==> config.mk <==
export PLATFORM = sky130hd
export DESIGN_NAME = change_dispenser_seq
export DESIGN_NICKNAME = d
export VERILOG_FILES = /design/src/rtl/vm_pkg.sv /design/src/rtl/dispense_timer.sv /design/src/rtl/change_dispenser_seq.sv
export SDC_FILE = /design/constraint.sdc
export NUM_CORES = 1
export LEC_CHECK = 0
export ABC_AREA = 1
export BUFFER_PORTS_ARGS = -buffer_cell sky130_fd_sc_hd__buf_4
export CORE_MARGIN = 2
export CORE_UTILIZATION = 40
export DETAILED_ROUTE_END_ITERATION = 6
export PLACE_DENSITY = 0.63
export SYNTH_ARGS = -nofsm -noshare
export SYNTH_HDL_FRONTEND = slang
export SYNTH_SLANG_ARGS = --single-unit
==> constraint.sdc <==
create_clock -name clk2 -period 2.45 [get_ports clk2]
set_clock_uncertainty 0.15 [all_clocks]
set_input_delay 0 -clock clk2 [delete_from_list [all_inputs] [get_ports clk2]]
set_output_delay 0 -clock clk2 [all_outputs]
set_load 0.005 [all_outputs]
==> src/rtl/vm_pkg.sv <==
// Shared vending-machine constants: coin values, coin-select codes,
// payout FSM state encoding and small arithmetic helpers.
package vm_pkg;

    localparam logic [8:0] COIN_QUARTER = 9'd25;
    localparam logic [8:0] COIN_DIME    = 9'd10;
    localparam logic [8:0] COIN_NICKEL  = 9'd5;

    // Coin select: which solenoid the current payout step drives.
    localparam logic [1:0] SEL_NONE = 2'd0;
    localparam logic [1:0] SEL_Q    = 2'd1;
    localparam logic [1:0] SEL_D    = 2'd2;
    localparam logic [1:0] SEL_N    = 2'd3;

    // Payout FSM states.
    localparam logic [2:0] ST_IDLE     = 3'd0;
    localparam logic [2:0] ST_SELECT   = 3'd1;
    localparam logic [2:0] ST_EJECT    = 3'd2;
    localparam logic [2:0] ST_WAIT_ACK = 3'd3;
    localparam logic [2:0] ST_GAP      = 3'd4;
    localparam logic [2:0] ST_FIN      = 3'd5;
    localparam logic [2:0] ST_FAULT    = 3'd6;

    function automatic logic [8:0] coin_value(input logic [1:0] sel);
        case (sel)
            SEL_Q:   return COIN_QUARTER;
            SEL_D:   return COIN_DIME;
            SEL_N:   return COIN_NICKEL;
            default: return 9'd0;
        endcase
    endfunction

    // Per-transaction coin counters stop at 31 instead of wrapping.
    function automatic logic [4:0] sat_inc(input logic [4:0] v);
        return (v == 5'd31) ? v : v + 5'd1;
    endfunction

endpackage

==> src/rtl/dispense_timer.sv <==
// Loadable down-counter. expired is high whenever the count is zero, so a
// load of N-1 gives a phase that lasts exactly N cycles.
module dispense_timer #(
    parameter int W = 10
) (
    input  logic         clk2,
    input  logic         rst,
    input  logic         load,
    input  logic [W-1:0] load_val,
    output logic         expired
);

    logic [W-1:0] count;

    // Load has priority; otherwise count down and park at zero.
    always_ff @(posedge clk2) begin
        if (rst) begin
            count <= '0;
        end else if (load) begin
            count <= load_val;
        end else if (count != '0) begin
            count <= count - W'(1);
        end
    end

    assign expired = (count == '0);

endmodule

==> src/rtl/change_dispenser_seq.sv <==
// Sequential coin-change payout: greedy quarter/dime/nickel selection with
// stock fallback, one coin per eject pulse, hopper-confirmed, with timeout fault.
// Handshake: a request transfers on a rising clk2 edge where change_valid and
// change_ready are both high; change_ready is high only in IDLE.
module change_dispenser_seq
    import vm_pkg::*;
#(
    parameter int PULSE_CYCLES = 4,
    parameter int ACK_TIMEOUT  = 1000,
    parameter int GAP_CYCLES   = 2,
    parameter int STOCK_W      = 6
) (
    input  logic               clk2,
    input  logic               rst,
    input  logic               change_valid,
    input  logic [8:0]         change_amt,
    output logic               change_ready,
    input  logic               refill,
    input  logic [STOCK_W-1:0] refill_q,
    input  logic [STOCK_W-1:0] refill_d,
    input  logic [STOCK_W-1:0] refill_n,
    input  logic               coin_ack,
    output logic               eject_q,
    output logic               eject_d,
    output logic               eject_n,
    output logic               busy,
    output logic               done,
    output logic               short_change,
    output logic               fault,
    output logic [8:0]         remaining,
    output logic [4:0]         quarter_cnt,
    output logic [4:0]         dime_cnt,
    output logic [4:0]         nickel_cnt,
    output logic [STOCK_W-1:0] stock_q,
    output logic [STOCK_W-1:0] stock_d,
    output logic [STOCK_W-1:0] stock_n,
    output logic [2:0]         fsm_state
);

    localparam int TMAX = (ACK_TIMEOUT > PULSE_CYCLES)
                        ? ((ACK_TIMEOUT > GAP_CYCLES) ? ACK_TIMEOUT : GAP_CYCLES)
                        : ((PULSE_CYCLES > GAP_CYCLES) ? PULSE_CYCLES : GAP_CYCLES);
    localparam int TIMER_W = $clog2(TMAX + 1);

    logic [2:0]         state;
    logic [1:0]         coin;
    logic [1:0]         pick;
    logic               ack_pend;
    logic               ack_now;
    logic               accept;
    logic               tmr_load;
    logic [TIMER_W-1:0] tmr_val;
    logic               tmr_expired;

    assign accept  = change_valid && change_ready;
    // An ack that arrived while the solenoid was still pulsing counts once here.
    assign ack_now = coin_ack || ack_pend;

    // Greedy selector: largest coin that fits in what is owed and is in stock.
    always_comb begin
        pick = SEL_NONE;
        if (remaining >= COIN_QUARTER && stock_q != '0) begin
            pick = SEL_Q;
        end else if (remaining >= COIN_DIME && stock_d != '0) begin
            pick = SEL_D;
        end else if (remaining >= COIN_NICKEL && stock_n != '0) begin
            pick = SEL_N;
        end
    end

    // One shared timer, reloaded on entry to EJECT, WAIT_ACK and GAP.
    always_comb begin
        tmr_load = 1'b0;
        tmr_val  = '0;
        if (state == ST_SELECT && pick != SEL_NONE) begin
            tmr_load = 1'b1;
            tmr_val  = TIMER_W'(PULSE_CYCLES - 1);
        end else if (state == ST_EJECT && tmr_expired) begin
            tmr_load = 1'b1;
            tmr_val  = TIMER_W'(ACK_TIMEOUT - 1);
        end else if (state == ST_WAIT_ACK && ack_now) begin
            tmr_load = 1'b1;
            tmr_val  = TIMER_W'(GAP_CYCLES - 1);
        end
    end

    dispense_timer #(.W(TIMER_W)) u_timer (
        .clk2     (clk2),
        .rst      (rst),
        .load     (tmr_load),
        .load_val (tmr_val),
        .expired  (tmr_expired)
    );

    // Payout FSM: state, latched coin choice and early-ack capture.
    always_ff @(posedge clk2) begin
        if (rst) begin
            state    <= ST_IDLE;
            coin     <= SEL_NONE;
            ack_pend <= 1'b0;
        end else begin
            case (state)
                ST_IDLE: begin
                    if (accept) state <= ST_SELECT;
                end
                ST_SELECT: begin
                    ack_pend <= 1'b0;
                    if (pick == SEL_NONE) begin
                        state <= ST_FIN;
                    end else begin
                        state <= ST_EJECT;
                        coin  <= pick;
                    end
                end
                ST_EJECT: begin
                    if (coin_ack) ack_pend <= 1'b1;
                    if (tmr_expired) state <= ST_WAIT_ACK;
                end
                ST_WAIT_ACK: begin
                    if (ack_now) begin
                        state    <= ST_GAP;
                        ack_pend <= 1'b0;
                    end else if (tmr_expired) begin
                        state <= ST_FAULT;
                    end
                end
                ST_GAP: begin
                    if (tmr_expired) state <= ST_SELECT;
                end
                ST_FIN:   state <= ST_IDLE;
                ST_FAULT: state <= ST_FAULT;
                default:  state <= ST_IDLE;
            endcase
        end
    end

    // Stock, amount owed, per-coin counts and the shortfall flag.
    always_ff @(posedge clk2) begin
        if (rst) begin
            stock_q      <= '0;
            stock_d      <= '0;
            stock_n      <= '0;
            remaining    <= '0;
            quarter_cnt  <= '0;
            dime_cnt     <= '0;
            nickel_cnt   <= '0;
            short_change <= 1'b0;
        end else begin
            if (state == ST_IDLE && refill) begin
                stock_q <= refill_q;
                stock_d <= refill_d;
                stock_n <= refill_n;
            end
            if (accept) begin
                remaining    <= change_amt;
                quarter_cnt  <= '0;
                dime_cnt     <= '0;
                nickel_cnt   <= '0;
                short_change <= 1'b0;
            end
            if (state == ST_SELECT && pick == SEL_NONE) begin
                short_change <= (remaining != '0);
            end
            if (state == ST_WAIT_ACK && ack_now) begin
                remaining <= remaining - coin_value(coin);
                case (coin)
                    SEL_Q: begin
                        stock_q     <= stock_q - STOCK_W'(1);
                        quarter_cnt <= sat_inc(quarter_cnt);
                    end
                    SEL_D: begin
                        stock_d  <= stock_d - STOCK_W'(1);
                        dime_cnt <= sat_inc(dime_cnt);
                    end
                    SEL_N: begin
                        stock_n    <= stock_n - STOCK_W'(1);
                        nickel_cnt <= sat_inc(nickel_cnt);
                    end
                    default: ;
                endcase
            end
        end
    end

    assign change_ready = (state == ST_IDLE);
    assign busy         = (state != ST_IDLE);
    assign done         = (state == ST_FIN);
    assign fault        = (state == ST_FAULT);
    assign eject_q      = (state == ST_EJECT) && (coin == SEL_Q);
    assign eject_d      = (state == ST_EJECT) && (coin == SEL_D);
    assign eject_n      = (state == ST_EJECT) && (coin == SEL_N);
    assign fsm_state    = state;

endmodule

**Word level (Yosys, flattened, before mapping)**

Cells that the tools add are included.

- Register bits: 59
- Output and inout bits: 53

- $add $sub $neg: 8
- Magnitude comparators: 3
- Equal/unequal tests: 21
- Muxes and demuxes: 49
- Bitwise operators: 1
- Reductions and logical operators: 30

Operator list:

| operator | count |
|---|---|
| $mux W5 | 12 |
| $mux W6 | 9 |
| $mux W10 | 4 |
| $mux W9 | 4 |
| $mux W3 | 6 |
| $pmux W3 S6 | 1 |
| $reduce_bool A6 Y1 | 3 |
| $sub A6 B1 Y6 const B | 3 |
| $add A5 B1 Y5 const B | 3 |
| $eq A5 B5 Y1 const B | 3 |
| $pmux W5 S3 | 1 |
| $logic_and A1 B1 Y1 | 12 |
| $ne A3 B3 Y1 const B | 4 |
| $logic_not A10 Y1 | 1 |
| $reduce_bool A10 Y1 | 1 |
| $sub A10 B1 Y10 const B | 1 |
| $eq A3 B3 Y1 const B | 3 |
| $ge A9 B3 Y1 const B | 1 |
| $ge A9 B4 Y1 const B | 1 |
| $ge A9 B5 Y1 const B | 1 |
| $reduce_bool A9 Y1 | 1 |
| $sub A9 B9 Y9 | 1 |
| $mux W1 | 8 |
| $ne A2 B2 Y1 const B | 4 |
| other kinds (16) | 24 |

**Longest topological paths before layout**

Gate-level depths: netlist (run 1).

- Depth after elaboration: 9
- Depth in mapped cells: 14

**Hierarchy**

Synthesis (run 1) repeated with hierarchy kept, for this count alone.

- Cells, all modules: 574
- Area, all modules: 3867.5 sq um

By module, submodules not included:

| module | times used | cells each | area each (sq um) | seq. area each (sq um) |
|---|---|---|---|---|
| change_dispenser_seq | 1 | 452 | 3150.5 | 980.9 |
| dispense_timer | 1 | 122 | 716.9 | 200.2 |

**Least setup slack after synthesis (run 1)**

Ideal clock, no wire load.

- Path kind: register -> register
- Start point: register coin[1]
- End point: register remaining[8]
- Data arrival time: 2.020 ns
- Data required time: 2.168 ns
- Setup slack: 0.148 ns
- Stages on the path, launching flop included: 13
- Path buffers: 0
- Clock period less this slack: 2.302 ns
- Cell sequence: dfxtp_1 inv_1 ha_1 inv_1 nand2_1 ha_1 fa_1 o21ai_0 nand2_1 nand3_1 nor2_1 o21ai_1 a21oi_1

- Longest elaborated chain between the ends: 6
- Elaborated cells between the ends (all ways): 8
- Classes of those cells: add/sub: 1; eq/ne: 3; mux: 4

RTL lines:

| item | RTL line | source |
|---|---|---|
| start, declared | change_dispenser_seq.sv:46 | `logic [1:0] coin;` |
| start signal, assigned | change_dispenser_seq.sv:112 | `coin <= pick;` |
| $eq A2 B2 Y1 / $eq A2 B1 Y1 (equally long branches) | vm_pkg.sv:25 | `case (sel)` |
| $pmux W5 S3 (*) | vm_pkg.sv:25 |  |
| $mux W9 (*) | change_dispenser_seq.sv:164 | `if (state == ST_WAIT_ACK && ack_now) begin` |
| $mux W9 (*) | change_dispenser_seq.sv:139 | `if (rst) begin` |
| $sub A9 B9 Y9 (*) | change_dispenser_seq.sv:165 | `remaining <= remaining - coin_value(coin);` |
| $mux W9 (*) | change_dispenser_seq.sv:164 |  |
| end signal, assigned | change_dispenser_seq.sv:155 | `remaining <= change_amt;` |
| end signal, assigned | change_dispenser_seq.sv:165 |  |
| end, declared | change_dispenser_seq.sv:30 | `output logic [8:0] remaining,` |

Mark *: on every way between the ends. The rest lies on a longest branch, timed or not. The select of a mux whose other input is x is not followed.
A chain may end at the register's enable or synchronous reset.

**Worst setup path after layout (run 1)**

- Start point: register coin[1]
- End point: register remaining[6]

Same word-level chain as after synthesis.

==> results of run 1 <==
-- layer usage --
layer | vias to the layer above | track usage | share of wire
met2 | 80 | 0.3396 | 0.47
met1 | 1735 | 0.2631 | 0.47
met4 | 0 | 0.08513 | 0.018
met3 | 16 | 0.03352 | 0.042
met5 | - | 0 | 0
li1 | 1939 | - | -
-- critical path, stage by stage, from the launching register on --
cell,delay [ns]
dfxtp_1,0.36
inv_1,0.07
ha_1,0.20
inv_1,0.10
nand2_1,0.07
ha_1,0.21
fa_2,0.37
o21ai_2,0.16
nand2_1,0.09
nand2_1,0.06
nor2_1,0.05
nand2_1,0.07
o211ai_1,0.09
nand2_1,0.07
inv_1,0.05
-- placed cells by master, fill, tap and decap left out, types with 3 or more instances in the layout --
| cell type | synthesis | final |
|---|---|---|
| nand3_1 | 24 | 24 |
| nand2_8 | 3 | 3 |
| a31oi_1 | 3 | 3 |
| a311oi_2 | 3 | 3 |
| xnor2_1 | 8 | 8 |
| a21oi_1 | 36 | 36 |
| dlygate4sd3_1 | 0 | 30 |
| inv_2 | 10 | 10 |
| inv_4 | 4 | 4 |
| a211oi_2 | 6 | 6 |
| nand2_1 | 109 | 109 |
| xor2_1 | 14 | 14 |
| clkbuf_8 | 0 | 11 |
| o211ai_1 | 9 | 9 |
| nor2_2 | 4 | 4 |
| nor2_1 | 64 | 64 |
| nor3_1 | 4 | 4 |
| o21ai_2 | 2 | 3 |
| nor2_4 | 6 | 6 |
| nand4_1 | 4 | 4 |
| nor2_8 | 3 | 3 |
| nand2_2 | 8 | 8 |
| o21ai_0 | 12 | 11 |
| dfxtp_1 | 59 | 59 |
| clkbuf_1 | 6 | 3 |
| inv_1 | 44 | 44 |
| ha_1 | 19 | 19 |
| a21oi_2 | 7 | 7 |
| buf_4 | 3 | 90 |
| a311oi_1 | 7 | 7 |
| o21ai_1 | 10 | 10 |
-- final timing paths --
kind,start,endpoint,slack [ns],cells past startpoint
max,coin[1],remaining[6],0.21,14
min,rst,stock_d[1],0.07,4
max reg2reg,coin[1],remaining[6],0.21,14
min reg2reg,stock_n[0],stock_n[0],0.33,1
-- flip-flops by register name, indices dropped and copies added (netlist names) --
| signal | cells |
|---|---|
| remaining | 9 |
| quarter_cnt | 5 |
| short_change | 1 |
| stock_d | 6 |
| u_timer.count | 10 |
| stock_n | 6 |
| coin | 2 |
| stock_q | 6 |
| nickel_cnt | 5 |
| dime_cnt | 5 |
| fsm_state | 3 |
| ack_pend | 1 |
-- cells by family after synthesis --
family / count (synthesis) / share of synthesized area
and+or+nand+nor: 240 / 0.3105
AOI/OAI and AO/OA: 100 / 0.1762
buffers and inverters: 73 / 0.08940
DFF: 59 / 0.3069
xor gates and xnor gates: 22 / 0.05007
adders and majority gates: 20 / 0.06697
-- power by group through the flow --
stage	clock network, W	registers [W]	logic [W]
final	0.000807	0.00147	0.00280
after floorplan	0	0.00143	0.00205
after global routing	0.000869	0.00150	0.00318
after detailed placement	0	0.00149	0.00273
after global placement	0	0.00148	0.00269
after CTS	0.000834	0.00147	0.00278
-- repair_timing --
item                                    CTS  global route
hold buffers                             30             0
setup buffers                             0             0
endpoints found under the setup margin    0             3
hold endpoints to repair                 30             0
gates resized for setup                   0             3
-- cell type report --
class | instances | area [µm²]
clock buffer | 14 | 162.7
clock inverter | 2 | 10.01
inverter | 58 | 227.7
timing repair buffer | 120 | 975.9
tap | 129 | 161.4
multi-input combinational | 382 | 2330
sequential | 59 | 1181
fill | 944 | 4235
-- stage by stage --
stage / cell area, µm² / utilization / std cells
CTS: 5042 / 0.5431 / 764
global placement: 4569 / 0.4922 / 718
detailed placement: 4569 / 0.4922 / 718
floorplan: 3849 / - / 514
finish: 5049 / 0.5438 / 764
global route: 5049 / 0.5438 / 764
==> impl_metrics.json, run 1 <==
{
  "status": "complete, no violations",
  "grt_pass1_wl_um": 16770,
  "ys_warn_count": 0,
  "cts_sinks": 59,
  "fp-row-count": 35,
  "dp_slack_ns": 0.07027,
  "ys_ff_latch": 59,
  "start_kind": "flip-flop",
  "syn_area_per_cell_um2": 7.488,
  "vias_per_cell": 4.935,
  "ys_async_sr_fraction": 0,
  "rsz0062_at_grt": "no",
  "cts_tree": "yes",
  "synth_cells": 514,
  "switching_share": 0.4502,
  "die_x_um": 102.1,
  "antenna_found_initial": 0,
  "via_count": 3770,
  "dp_hpwl_um": 7383,
  "die_height_um": 102.1,
  "power_switching_w": 0.002285,
  "fin_ws_ns": 0.2065,
  "cts_buffer_depth": 2,
  "synth-edff-count": 0,
  "ys_top_cells_by_count": "nand2_1 (109), nor2_1 (64), dfxtp_1 (59), inv_1 (44), a21oi_1 (36)",
  "yosys.area.top_type": "dfxtp_1",
  "core_area_um2": 9284,
  "gp_congestion": 0.8783,
  "ant_nets": 0,
  "peakVddDrop_v": 0.0004432,
  "slew-limit-headroom": 0.6036,
  "sequentialPowerShare": 0.290,
  "holdWs_ns": 0.06936,
  "grt_max_degree": 42,
  "synth_area_leaders": "dfxtp_1 (31%), nand2_1 (11%), nor2_1 (6.2%)",
  "first_pass_iters": 4,
  "drive_above_1_share": 0.2661,
  "required_ns": 2.54,
  "power_frac_comb": 0.551,
  "synth_most_common_cell": "nand2_1",
  "io-pin-count": 85,
  "power_density_nw_per_um2": 1005,
  "crit_fanout": 3,
  "cts_made_buffers": 9,
  "synth_top_area_frac": 0.3069,
  "wirelength_um": 9972,
  "area_delta_synth_final_pct": 31.18,
  "ys.flop_type": "dfxtp_1",
  "internal_power_w": 0.002791,
  "detail_route.iter0.violations": 160,
  "drt-wirelength-per-cell_um": 13.05,
  "finalSetupViolations": 0,
  "clkPwrFrac": 0.159,
  "gr-usage-all-layers": 0.2042,
  "hold_viol": 0,
  "start_util": 0.4146,
  "period_minus_slack_ns": 2.244,
  "diodes": 0,
  "total_power_w": 0.005076,
  "drcViolationCount": 0,
  "ys_seq_area_frac": 0.3069,
  "synth_cell_type_count": 47,
  "final_max_slew_viol_count": 0,
  "fin_crit_sh": 0.9157,
  "port_buffers": 84,
  "tightest_slew_ns": 0.5940,
  "maxCapViolCount": 0,
  "clock_latency_ns": 0.35,
  "root_buffer": "clkbuf_8",
  "leakage_nw": 2.202,
  "clkSlewWorstSetupHoldPaths_ns": 0.07,
  "htree_levels": 3,
  "syn_area_um2": 3849,
  "die_area_um2": 10420,
  "critPathCaptureType": "flip-flop",
  "first_global_vias": 3618,
  "nets": 682,
  "syn_nets": 566,
  "path_class": "flip-flop to flip-flop",
  "overflow": 0,
  "arrival_ns": 2.34,
  "hold_path_class": "input port to flip-flop",
  "max_freq_mhz": 445.7,
  "tns_ns": 0
}
Power figures use the tool's default switching activity.
==> run 2: changes to the inputs <==
--- a/config.mk
+++ b/config.mk
@@ -5,12 +5,11 @@
 export SDC_FILE = /design/constraint.sdc
 export NUM_CORES = 1
 export LEC_CHECK = 0
-export ABC_AREA = 1
 export BUFFER_PORTS_ARGS = -buffer_cell sky130_fd_sc_hd__buf_4
 export CORE_MARGIN = 2
 export CORE_UTILIZATION = 40
 export DETAILED_ROUTE_END_ITERATION = 6
-export PLACE_DENSITY = 0.63
+export PLACE_DENSITY = 0.64
 export SYNTH_ARGS = -nofsm -noshare
 export SYNTH_HDL_FRONTEND = slang
 export SYNTH_SLANG_ARGS = --single-unit
==> impl_metrics.json, run 2 <==
{
  "synth-xor-area-share": 0.01710,
  "critPathTopFamily": "simple AND/OR/NAND/NOR gates",
  "place_area_um2": 4458,
  "ys_ff_latch": 59,
  "first_pass_iters": 4,
  "clock_latency_ns": 0.35,
  "synth-compound-area-share": 0.2195,
  "drt-wirelength-per-cell_um": 15.10,
  "hold_path_class": "input port to flip-flop",
  "r2r_setup_slack_ns": 0.14,
  "finalSetupViolations": 0,
  "required_ns": 2.57,
  "synth_cell_type_count": 64,
  "cp.buffers_inverters": 1,
  "area_delta_synth_final_pct": 38.32,
  "reg_top3": "u_timer.count x10, remaining x9",
  "slew-limit-headroom": 0.5678,
  "design_area_um2": 4959,
  "tightest_slew_ns": 0.6483,
  "wirelength_um": 10430,
  "port_buffers": 84,
  "crit_fanout": 5,
  "crit_end": "remaining[6]",
  "r2r_cells": 10,
  "io-pin-count": 85,
  "period_minus_slack_ns": 2.310,
  "synth_simple_gate_area_share": 0.3019,
  "cts_tree": "yes",
  "regMostFlops": "u_timer.count",
  "timing.rr.start": "coin[0]",
  "synth_fa_ha_area_frac": 0.07190,
  "cts_sinks": 59,
  "fin_crit_sh": 0.9427,
  "synth_most_common_cell": "dfxtp_1",
  "synth_cells": 447,
  "overflow": 0,
  "arrival_ns": 2.43,
  "path_cells": "ha_1 > inv_1 > nand2_1 > ha_1 > fa_2 > nor2b_1 > o21ai_1 > a21oi_2 > or4_1 > a31oi_1",
  "synth-edff-count": 0,
  "vias_per_cell": 5.562,
  "synth_top_family_by_area": "simple AND/OR/NAND/NOR gates",
  "status": "complete, no violations",
  "gr-usage-all-layers": 0.2194,
  "grt_max_degree": 60,
  "root_buffer": "clkbuf_8",
  "detail_route.iter0.violations": 164,
  "ys_async_sr_fraction": 0,
  "synth_top_area_frac": 0.3295,
  "cts_buffer_depth": 2,
  "synth.area.mux_share": 0.01257,
  "dp_hpwl_um": 7558,
  "fp-row-count": 34,
  "syn_area_um2": 3585,
  "layout_commonest_cell": "buf_4",
  "antenna_found_initial": 0,
  "path_class": "flip-flop to flip-flop",
  "synth_area_leaders": "dfxtp_1 (33%), ha_1 (6.6%), nor2_1 (4.8%)",
  "max_freq_mhz": 433.0,
  "ant_nets": 0,
  "first_global_vias": 3702,
  "ys_top_cells_by_count": "dfxtp_1 (59), nor2_1 (46), nand2_1 (34), a21oi_1 (30), nand3_1 (25)",
  "drive_above_1_share": 0.2642,
  "start_kind": "flip-flop",
  "die_height_um": 98.67,
  "critPathCaptureType": "flip-flop",
  "ys.flop_type": "dfxtp_1",
  "r2r-end": "remaining[6]",
  "critPathLaunch": "coin[0]",
  "syn_nets": 499,
  "via_count": 3843,
  "clkSlewWorstSetupHoldPaths_ns": 0.07,
  "cts_made_buffers": 9,
  "drcViolationCount": 0,
  "final_max_slew_viol_count": 0,
  "slowest_stage": "or4_1",
  "largest_reg_flops": 10,
  "tns_ns": 0,
  "crit_path_max_incr_delay_ns": 0.47,
  "syn_area_per_cell_um2": 8.019,
  "diodes": 0,
  "ys_seq_area_frac": 0.3295,
  "hold_viol": 0,
  "maxCapViolCount": 0,
  "die_x_um": 98.67,
  "htree_levels": 3,
  "power_density_nw_per_um2": 1029,
  "holdWs_ns": 0.03911,
  "leakage_nw": 2.029,
  "core_area_um2": 8721,
  "final_cell_mix": "buf_4 (109), dfxtp_1 (57), nor2_1 (46), nand2_1 (34)",
  "yosys.area.top_type": "dfxtp_1",
  "peakVddDrop_v": 0.0004429,
  "gp_congestion": 0.8954,
  "die_area_um2": 9735,
  "rsz0062_at_grt": "no",
  "ys_warn_count": 0,
  "grt_pass1_wl_um": 17390,
  "cp_common_cell": "ha_1",
  "nFillCells": 812,
  "nets": 630,
  "start_util": 0.4110,
  "path_depth": 10
}
[run 2: cell types whose count changed after synthesis, sizes merged, moves of 7 or more]
cell | before | now
a21oi | 43 | 31
nor2b | 0 | 12
a311oi | 10 | 2
a211oi | 7 | 14
nor3 | 5 | 18
inv | 58 | 24
nor4 | 3 | 10
xor2 | 14 | 2
nor3b | 1 | 8
o211ai | 9 | 1
nand2b | 0 | 9
nor2 | 77 | 46
nand2 | 120 | 34
[run 2: routing by layer]
metal	wire (µm)	up-vias	GRT usage
met1	4783	1812	0.2882
met2	5069	93	0.3616
met3	408	16	0.03617
met5	0	-	0
met4	173	0	0.08535
li1	-	1922	-
[run 2: cells by family after synthesis]
logic type / Yosys count
xor gates and xnor gates: 7
muxes: 4
DFF: 59
AOI/OAI and AO/OA: 118
adders and majority gates: 20
buffers and inverters: 42
and+or+nand+nor: 197
[run 2: where the power goes]
group	switching (W)	internal, W	leakage, nW	total [W]
clock	0.000405	0.000492	0.0991	0.000897
combinational	0.00144	0.00128	1.45	0.00273
sequential	0.000306	0.00117	0.483	0.00148
[run 2: worst min-delay path: stages]
cell and delay [ns]:
buf_4 0.11, nand2_1 0.16, nand3_1 0.13, a31oi_1 0.07
[run 2: layout make-up]
cell class / instances / area, µm² / area share
Clock buffer: 11 / 141.4 / 0.02851
Multi-Input combinational cell: 346 / 2247 / 0.4532
Timing Repair Buffer: 138 / 1109 / 0.2236
Inverter: 24 / 90.09 / 0.01817
Tap cell: 108 / 135.1 / 0.02725
Clock inverter: 5 / 52.55 / 0.01060
Sequential cell: 59 / 1184 / 0.2387
[run 2: how the worst min path moves through the flow]
stage                        from      endpoint  slack (ns)  cells after the start
CTS                  change_valid  remaining[7]        0.02                      4
finish               change_valid  remaining[7]        0.04                      4
global placement      refill_q[0]    stock_q[0]        0.10                      3
detailed placement    refill_q[0]    stock_q[0]        0.11                      3
floorplan           change_amt[5]  remaining[5]       -0.01                      2
global route         change_valid  remaining[7]        0.07                      4
[run 2: repair_timing]
item / in CTS / in global routing
pin swaps: 1 / 2
hold buffers: 29 / 0
setup endpoints to repair: 2 / 8
cloned: 0 / 0
endpoints found under the hold margin: 30 / 0
gates resized for setup: 2 / 8
setup buffers: 0 / 0
[run 2: metrics by stage]
stage | instances | power [W] | setup slack (ns) | util
6_report | 691 | 0.005102 | 0.1404 | 0.5686
3_5_place_dp | 646 | 0.004123 | -0.09513 | 0.5112
4_1_cts | 691 | 0.005099 | 0.03335 | 0.5671
5_1_grt | 691 | 0.005517 | 0.02944 | 0.5686
3_3_place_gp | 646 | 0.004079 | 0.02498 | 0.5112
2_1_floorplan | 447 | 0.003206 | 0.07778 | -
==> run 3: changes to the inputs <==
--- a/config.mk
+++ b/config.mk
@@ -6,10 +6,13 @@
 export NUM_CORES = 1
 export LEC_CHECK = 0
 export BUFFER_PORTS_ARGS = -buffer_cell sky130_fd_sc_hd__buf_4
+export CELL_PAD_IN_SITES_DETAIL_PLACEMENT = 0
+export CELL_PAD_IN_SITES_GLOBAL_PLACEMENT = 2
 export CORE_MARGIN = 2
-export CORE_UTILIZATION = 40
+export CORE_UTILIZATION = 28
 export DETAILED_ROUTE_END_ITERATION = 6
-export PLACE_DENSITY = 0.64
+export MAX_ROUTING_LAYER = met4
+export PLACE_DENSITY = 0.75
 export SYNTH_ARGS = -nofsm -noshare
 export SYNTH_HDL_FRONTEND = slang
 export SYNTH_SLANG_ARGS = --single-unit
==> impl_metrics.json, run 3 (synthesized netlist as in run 2, its figures left out) <==
{
  "port_buffers": 84,
  "die_x_um": 117.1,
  "cts_tree": "yes",
  "drt-wirelength-per-cell_um": 15.12,
  "antenna_found_initial": 0,
  "required_ns": 2.57,
  "grt_max_degree": 60,
  "design_area_um2": 5151,
  "maxCapViolCount": 0,
  "first_pass_iters": 7,
  "tns_ns": 0,
  "final_max_slew_viol_count": 0,
  "core_area_um2": 12570,
  "die_area_um2": 13720,
  "place_area_um2": 4546,
  "drive_above_1_share": 0.2659,
  "diodes": 0,
  "layout_commonest_cell": "buf_4",
  "start_util": 0.2852,
  "holdWs_ns": 0.01967,
  "via_count": 3805,
  "reg_top3": "u_timer.count x10, remaining x9",
  "final_cell_mix": "buf_4 (110), dfxtp_1 (58), nor2_1 (46), nand2_1 (34), a21oi_1 (29)",
  "clkSlewWorstSetupHoldPaths_ns": 0.06,
  "wirelength_um": 11410,
  "period_minus_slack_ns": 2.292,
  "status": "complete, no violations",
  "gp_congestion": 0.8229,
  "first_global_vias": 3645,
  "power_density_nw_per_um2": 1077,
  "vias_per_cell": 5.040,
  "start_kind": "flip-flop",
  "grt_pass1_wl_um": 18280,
  "post-route-util": 0.4099,
  "fin_cells": 755,
  "critPathCaptureType": "flip-flop",
  "die_height_um": 117.1,
  "overflow": 0,
  "cts_setup_buffers": 0,
  "root_buffer": "clkbuf_16",
  "regMostFlops": "u_timer.count",
  "htree_levels": 3,
  "largest_reg_flops": 10,
  "fin_crit_sh": 0.9353,
  "leakage_nw": 2.074,
  "slew-limit-headroom": 0.5705,
  "fp-row-count": 41,
  "cts_buffer_depth": 2,
  "ant_nets": 0,
  "hold_viol": 0,
  "drcViolationCount": 0,
  "place_inst": 711,
  "nets": 630,
  "hold_path_class": "input port to flip-flop",
  "cts_made_buffers": 9,
  "tightest_slew_ns": 0.6442,
  "detail_route.iter0.violations": 185,
  "io-pin-count": 85,
  "arrival_ns": 2.41,
  "clock_latency_ns": 0.34,
  "finalSetupViolations": 0,
  "max_freq_mhz": 436.4,
  "dp_hpwl_um": 8303,
  "area_delta_synth_final_pct": 43.70,
  "peakVddDrop_v": 0.0004057,
  "rsz0062_at_grt": "no",
  "cts_sinks": 59,
  "crit_fanout": 5,
  "path_class": "flip-flop to flip-flop",
  "gr-usage-all-layers": 0.1790
}
run 3: worst paths after layout:
kind / to / startpoint / slack, ns / depth (start not counted)
hold / removal: dime_cnt[3] / rst / 0.02 / 2
setup / recovery: remaining[6] / coin[1] / 0.16 / 11
setup reg to reg: remaining[6] / coin[1] / 0.16 / 11
hold reg to reg: u_timer.count[3] / u_timer.count[3] / 0.34 / 2
run 3: stage by stage:
| step | setup WS [ns] | power (W) |
|---|---|---|
| 2_1_floorplan | 0.07778 | 0.003206 |
| 4_1_cts | 0.04981 | 0.005581 |
| 5_1_grt | 0.01007 | 0.006011 |
| 6_report | 0.1585 | 0.005546 |
| 3_3_place_gp | 0.03515 | 0.004165 |
| 3_5_place_dp | -0.06023 | 0.004181 |
run 3: layout make-up:
type / count / area, µm²
Tap cell: 172 / 215.2
Multi-Input combinational cell: 346 / 2256
Clock inverter: 7 / 76.32
Inverter: 24 / 90.09
Clock buffer: 9 / 225.2
Fill cell: 1325 / 7417
Timing Repair Buffer: 138 / 1106
Sequential cell: 59 / 1182
run 3: critical path, stage by stage, from the launching register on:
cell,delay (ns)
dfxtp_2,0.33
inv_1,0.08
ha_1,0.16
inv_1,0.05
nand2_1,0.07
ha_2,0.20
fa_2,0.20
nor2b_1,0.05
o21ai_1,0.19
a21oi_2,0.11
or4_1,0.46
a31oi_1,0.16
run 3: timing repair:
| action | CTS | global route |
|---|---|---|
| setup endpoints to repair | 2 | 6 |
| gates resized for setup | 2 | 8 |
| hold buffers | 28 | 0 |
| hold endpoints to repair | 28 | 0 |
| pin swaps | 1 | 2 |
run 3: power breakdown:
part	switching, W	internal [W]
clock	0.000507	0.000793
combinational	0.00149	0.00130
sequential	0.000292	0.00117
run 3: routing by layer:
| metal | up-vias | routed length, µm | global-route usage |
|---|---|---|---|
| li1 | 1921 | - | - |
| met5 | - | 0 | - |
| met4 | 0 | 91 | 0.04235 |
| met2 | 94 | 5538 | 0.2843 |
| met1 | 1779 | 5231 | 0.2284 |
| met3 | 11 | 553 | 0.04634 |
